--- src/rtl/regfile_wb_ctrl.sv ---
// Write-back controller for the 32x32 decode register file: arbitrates the RF write
// port between the ALU (A) and long-latency (B) paths and scoreboards outstanding B writes.
module regfile_wb_ctrl #(
    parameter int XLEN  = 32,
    parameter bit RR_EN = 1'b1,
    parameter int CNT_W = 16
) (
    input  logic             clk,
    input  logic             n_rst,
    input  logic             issue_valid,
    input  logic             issue_long,
    input  logic [4:0]       issue_rd,
    input  logic [4:0]       rs1,
    input  logic [4:0]       rs2,
    input  logic [4:0]       rd,
    output logic             stall,
    input  logic             a_valid,
    input  logic [4:0]       a_rd,
    input  logic [XLEN-1:0]  a_data,
    output logic             a_ready,
    input  logic             b_valid,
    input  logic [4:0]       b_rd,
    input  logic [XLEN-1:0]  b_data,
    output logic             b_ready,
    output logic             RegWr,
    output logic [4:0]       write_reg,
    output logic [XLEN-1:0]  write_data,
    output logic [31:0]      pending,
    output logic [CNT_W-1:0] conflict_cnt
);

    typedef enum logic {
        GRANT_A = 1'b0,
        GRANT_B = 1'b1
    } grant_e;

    grant_e          last_grant;
    logic            wr_q;
    logic            wb_from_b;
    logic            grant;
    logic [4:0]      win_rd;
    logic [XLEN-1:0] win_data;
    logic [31:0]     pending_nxt;
    logic            b_inflight;

    // NOTE: every output of a combinational block is given a default first, so no path leaves it unassigned (no latch).
    always_comb begin
        a_ready = 1'b0;
        b_ready = 1'b0;
        if (a_valid && b_valid) begin
            if (RR_EN && (last_grant == GRANT_B)) a_ready = 1'b1;
            else                                  b_ready = 1'b1;
        end else begin
            a_ready = a_valid;
            b_ready = b_valid;
        end
    end

    assign grant    = a_ready | b_ready;
    assign win_rd   = b_ready ? b_rd   : a_rd;
    assign win_data = b_ready ? b_data : a_data;

    // NOTE: registered state uses non-blocking assignments so every flop samples pre-edge values.
    always_ff @(posedge clk) begin
        if (!n_rst) begin
            wr_q       <= 1'b0;
            write_reg  <= 5'd0;
            write_data <= '0;
            wb_from_b  <= 1'b0;
            last_grant <= GRANT_B;
        end else begin
            // A grant to x0 is consumed but never reaches the RF.
            wr_q <= grant && (win_rd != 5'd0);
            if (grant) begin
                write_reg  <= win_rd;
                write_data <= win_data;
                wb_from_b  <= b_ready;
                last_grant <= b_ready ? GRANT_B : GRANT_A;
            end
        end
    end

    // An asserted reset kills the in-flight write before its commit edge.
    assign RegWr      = wr_q & n_rst;
    assign b_inflight = RegWr & wb_from_b;

    // Clear first, then set, so a same-edge set of the same register wins.
    always_comb begin
        pending_nxt = pending;
        if (b_inflight) pending_nxt[write_reg] = 1'b0;
        if (issue_valid && issue_long && (issue_rd != 5'd0)) pending_nxt[issue_rd] = 1'b1;
        pending_nxt[0] = 1'b0;
    end

    always_ff @(posedge clk) begin
        if (!n_rst) begin
            pending      <= '0;
            conflict_cnt <= '0;
        end else begin
            pending <= pending_nxt;
            if (a_valid && b_valid && (conflict_cnt != {CNT_W{1'b1}}))
                conflict_cnt <= conflict_cnt + 1'b1;
        end
    end

    function automatic logic reg_busy(input logic [4:0]  r,
                                      input logic [31:0] pend,
                                      input logic        inflight,
                                      input logic [4:0]  wreg);
        return (r != 5'd0) && (pend[r] || (inflight && (wreg == r)));
    endfunction

    // No bypass: a source being written this cycle is readable only after the commit edge.
    assign stall = issue_valid && (reg_busy(rs1, pending, b_inflight, write_reg) ||
                                   reg_busy(rs2, pending, b_inflight, write_reg) ||
                                   reg_busy(rd,  pending, b_inflight, write_reg));

endmodule

--- config.mk ---
export PLATFORM = sky130hd
export DESIGN_NAME = regfile_wb_ctrl
export DESIGN_NICKNAME = d
export VERILOG_FILES = /design/src/rtl/regfile_wb_ctrl.sv
export SDC_FILE = /design/constraint.sdc
export NUM_CORES = 1
export LEC_CHECK = 0
export ABC_AREA = 1
export CAP_MARGIN = 20
export CORE_ASPECT_RATIO = 0.9
export CORE_UTILIZATION = 40
export DETAILED_ROUTE_END_ITERATION = 7
export PLACE_DENSITY_LB_ADDON = 0.12
export SLEW_MARGIN = 40
export SYNTH_ARGS = -nofsm -noshare
export SYNTH_HDL_FRONTEND = slang
export SYNTH_SLANG_ARGS = --single-unit
--- constraint.sdc ---
create_clock -name clk -period 2.1 [get_ports clk]
set_input_delay 0.42 -clock clk [delete_from_list [all_inputs] [get_ports clk]]
set_output_delay 0.42 -clock clk [all_outputs]
set_load 0.01 [all_outputs]
After elaboration in Yosys (flattened, before gate mapping)
Index checks and enable logic that the tools add are counted.
{ "totals": {"regBits": 88, "inputBits": 100, "out_inout_bits": 89, "wordCells": 69} }
{ "op_classes": {"add_sub_neg": 1, "magnitude_cmp": 7, "n_eq_ne": 4, "n_mux": 19, "n_bitwise": 6, "n_reduce_logical": 24} }
{ "op_table": {"columns": ["op", "n"], "rows": [
  ["$mux 32", 3],
  ["$and 32x32->32", 1],
  ["$not 32->32", 1],
  ["$or 32x32->32", 1],
  ["$lt 5x6->1 const B", 5],
  ["$reduce_bool 5->1", 5],
  ["$add 16x1->16 const B", 1],
  ["$ne 16x16->1 const B", 1],
  ["$bmux 1 s5", 3],
  ["$eq 5x5->1", 3],
  ["$logic_and 1x1->1", 14],
  ["$demux 1 s5", 2],
  ["$ge 5x1->1 const B", 2],
  ["$mux 1", 10],
  ["$logic_or 1x1->1", 5],
  ["$mux 5", 1],
  ["$and 1x1->1", 2],
  ["$or 1x1->1", 1]
]} }

Logic depth before layout (Yosys ltp)
{ "logic_depth": {"depth_word": 9, "depth_mapped": 15, "depth_no_buf": 14} }

Worst setup path before layout
OpenSTA, ideal clock, no wires.
{ "synth_path": {"kind": "input-to-output", "from": "input rs2[0]", "to": "output stall", "t_arrival_ps": 1389, "t_required_ps": 1680, "path_slack_ps": 291, "stages": 13, "n_path_buf": 2, "cell_sequence": "buf_2 > buf_6 > a21oi_1 > o21ai_0 > nand3_1 > nand3_1 > nand2_1 > nand2_1 > nand2_1 > nand2_1 > nand3_1 > nand2_1 > inv_1"} }
{ "synth_via": {"elab_chain_len": 7} }
{ "synth_lines": {"columns": ["element", "line", "source"], "rows": [
  ["start, declared", "14", "input logic [4:0] rs2,"],
  ["$bmux 1 s5 or $eq 5x5->1 (tied branches)", "110", "return (r != 5'd0) && (pend[r] || (inflight && (wreg == r)));"],
  ["$mux 1 (not written as such) or $logic_and 1x1->1 (tied branches)", "110", null],
  ["$logic_or 1x1->1", "110", null],
  ["$logic_and 1x1->1 *", "110", null],
  ["$logic_or 1x1->1 *", "114", "assign stall = issue_valid && (reg_busy(rs1, pending, b_inflight, write_reg) ||"],
  ["$logic_or 1x1->1 *", "115", "reg_busy(rs2, pending, b_inflight, write_reg) ||"],
  ["$logic_and 1x1->1 *", "114", null],
  ["end, declared", "16", "output logic stall,"]
]} }
Every way passes the cells marked *; elsewhere a longest branch is shown, timed or not. The select of a mux whose other input is x is not followed.

Worst setup path after layout
{ "layout_path": {"from": "register pending[26]", "to": "output stall"} }
{ "layout_via": {"elab_chain_len": 7} }
{ "layout_lines": {"columns": ["element", "line", "source"], "rows": [
  ["start, declared", "28", "output logic [31:0] pending,"],
  ["start signal, assigned", "100", "pending <= pending_nxt;"],
  ["$bmux 1 s5", "110", null],
  ["$mux 1 (not written as such)", "110", null],
  ["$logic_or 1x1->1", "110", null],
  ["$logic_and 1x1->1", "110", null],
  ["$logic_or 1x1->1", "114", null],
  ["$logic_or 1x1->1 *", "115", null],
  ["$logic_and 1x1->1 *", "114", null]
]} }
Marked as above.

==> impl_metrics.csv <==
group,metric,value,unit
clock_network,clkSinkCount,87,
routing,wire_per_inst,14.9,um
finish,antennaDiodeCount,0,
clock_network,htreeDepth,3,
clock_network,cts_root_buffer,"clkbuf_16",
setup_path,cp.required,1.68,ns
clock_network,cts.clk_slew.worst_paths,0.06,ns
job,timing.max_cap.violations,0,
synthesis,yosysUniqueCellTypes,40,
clock_network,clk_latency,0.35,ns
global_routing,antenna_found_initial,0,
synthesis,synth_edf_count,0,
timing,maxSlewViolCount,0,
routing,via_count,6276,
clock_network,clockBufferDepth,2,
finish,largest_reg_flops,32,
placement,dpl.hpwl,13.7,mm
global_routing,grt_pass1_wl,29.1,mm
outcome,violations,"setup timing",
finish,syn_to_final_growth,59.5,%
clock_network,cts_buffers,9,
power_and_ir_drop,p_comb_share,23.2,%
power_and_ir_drop,pwr-share-clk,35.8,%
finish,drive_gt1_share,19.2,%
synthesis,syn_avg_cell_area,6.55,um^2
setup_path,start_kind,"flop",
floorplan,die_w,122,um
routing,drt_iter0_markers,543,
synthesis,synth_seq_cells,87,
setup_path,timing.rr.start,"conflict_cnt[1]",
clock_network,cts_tree,"built",
timing,worstMarginPinSlew,0.503,ns
synthesis,synth.top_cell.area_share,33.8,%
finish,final_area,8230,um^2
synthesis,synth-main-ff-cell,"dfxtp_1",
timing,final_hold_viol_count,0,
floorplan,num_rows,38,
floorplan,core,12300,um^2
finish,largestRegisters,"write_data x32, pending x31, conflict_cnt x16",
routing,via_per_inst,5.17,
setup_path,setup.worst_path.class,"reg -> out",
routing,ant_nets,0,
timing,setup-violations-final,1,
synthesis,synth_area,5160,um^2
synthesis,syn_nets,888,
setup_path,arrival,1.74,ns
timing,relSlewSlack,66.4,%
clock_network,post_cts_buffers,0,
synthesis,ys_async_sr_fraction,0,%
power_and_ir_drop,p_sw_share,27.9,%
synthesis,yosys_warnings,0,
setup_path,cp-startpoint,"pending[26]",
floorplan,start_util,41.9,%
timing,max_freq,0.464,GHz
routing,drc,0,
timing,min_period,2.16,ns
setup_path,endpoint,"stall",
finish,top_register,"write_data",
power_and_ir_drop,p_int,3.12,mW
setup_path,path_max_fanout,3,
placement,placed_cells,1192,
power_and_ir_drop,cellLeakagePower,3.51,nW
worst_hold_path,hp-class,"reg -> reg",
finish,final_cell_mix,"clkdlybuf4s50_1, nand2_1, nand3_1",
power_and_ir_drop,p_per_area,526,nW/um^2
timing,worst_slack,-0.0567,ns
placement,place_congestion,0.921,
routing,drt_pass1_iterations,5,
placement,port_buffers,187,
floorplan,ios,189,
global_routing,grt_pass1_vias,5808,
floorplan,die_h,110,um
floorplan,dieArea,13300,um^2
synthesis,syn_inst,787,
setup_path,critPathCaptureType,"output port",
finish,final_common_cell,"clkdlybuf4s50_1",
timing,fin_skew,0.00729,ns
placement,placed_area,7790,um^2
synthesis,synth-seq-area-share,33.8,%
synthesis,yosys.area.top_type,"dfxtp_1",
global_routing,grt.total_usage,28.2,%
outcome,outcome,"finished with violations",
routing,wirelength,18.1,mm
timing,period_share,103,%
power_and_ir_drop,power_frac_seq,41.1,%
global_routing,overflow,0,
setup_path,r2r_slack,0.47,ns
global_routing,grt_max_degree,48,
setup_path,reg2regPathDepth,10,
finish,nNetsFinal,1149,
synthesis,synth.area.top_cells,"dfxtp_1, nand2_1, nand3_1",
power_and_ir_drop,net-switching-power,1.21,mW
timing,rsz0062_at_grt,"true",
finish,stdcell_count,1213,
setup_path,rr_endpoint,"conflict_cnt[3]",
power_and_ir_drop,ir_worst_vdd,413,uV
## worst min path at each step
| stage | start | to | slack (ns) | cells past startpoint |
|---|---|---|---|---|
| 5_1_grt | write_data[21] | write_data[21] | 0.50 | 2 |
| 4_1_cts | write_data[12] | write_data[12] | 0.48 | 2 |
| 2_1_floorplan | last_grant | last_grant | 0.44 | 2 |
| 3_5_place_dp | last_grant | last_grant | 0.46 | 2 |
| 3_3_place_gp | last_grant | last_grant | 0.46 | 2 |
| 6_report | write_data[12] | write_data[12] | 0.47 | 2 |
## Yosys cell counts (4+ instances only)
cell type	number
dfxtp_1	87
buf_4	6
o21ai_1	7
xnor2_1	4
clkbuf_1	16
nor3_1	17
nor2_1	56
buf_6	5
xor2_1	6
nand4_1	8
o211ai_1	7
o21ai_0	104
nand3_1	121
inv_1	71
nand2_1	162
inv_2	7
a21oi_1	50
buf_2	13
## worst max-delay path, cell delays in order, from the launching register on
cell      delay, ns
dfxtp_2        0.33
buf_4          0.14
o211ai_1       0.16
nand3_1        0.12
nand3_1        0.09
nand2_1        0.05
nand2_1        0.05
nand2_1        0.04
nand2_1        0.07
nand3_2        0.09
nand2_1        0.08
inv_1          0.03
buf_2          0.13
## cells by family after synthesis
group	after synthesis	share of synthesized area, %
xor gates and xnor gates	10	1.70
and+or+nand+nor	385	34.8
muxes	3	0.582
adders and majority gates	1	0.243
other	1	0.0727
AOI/OAI and AO/OA	180	18.5
DFF	87	33.8
buffers and inverters	120	10.3
## power groups by stage
stage	Clock (mW)	Sequential, mW	Combinational (mW)
global placement	0	1.81	0.961
detailed placement	0	1.81	0.962
finish	1.55	1.78	1.00
floorplan	0	1.83	0.397
global route	1.66	1.79	1.09
CTS	1.58	1.78	0.988
## metal layers
metal | part of all wire, % | global-route usage, %
met5 | 0 | 0
met3 | 10 | 9.28
met1 | 43 | 35.8
met4 | 1.7 | 8.20
met2 | 45 | 45.5
## per-stage QoR
step | utilization [%] | setup WS, ns | setup TNS (ns) | power, mW | hold WS, ns
after floorplan | - | 0.291 | 0 | 2.23 | 0.443
after global placement | 63.3 | -0.832 | -0.887 | 2.77 | 0.460
after detailed placement | 63.3 | -0.829 | -0.887 | 2.78 | 0.463
after CTS | 66.4 | -0.0443 | -0.0443 | 4.34 | 0.476
after global routing | 66.8 | -0.169 | -0.169 | 4.54 | 0.504
final | 66.8 | -0.0567 | -0.0567 | 4.33 | 0.471
## final cells by class
class / instances / area (um^2)
fill: 1123 / 4090
multi-input combinational: 580 / 2940
sequential: 87 / 1760
clock buffer: 12 / 256
timing repair buffer: 290 / 2730
tap: 160 / 200
clock inverter: 4 / 30.0
inverter: 80 / 313
## what timing repair did
action / CTS / global route
gates cloned: 5 / 0
pin swaps: 9 / 10
resized for setup: 62 / 34
setup endpoints to repair: 3 / 1
hold buffers: 0 / 0
Note: power is estimated with default switching activity, not from simulation.
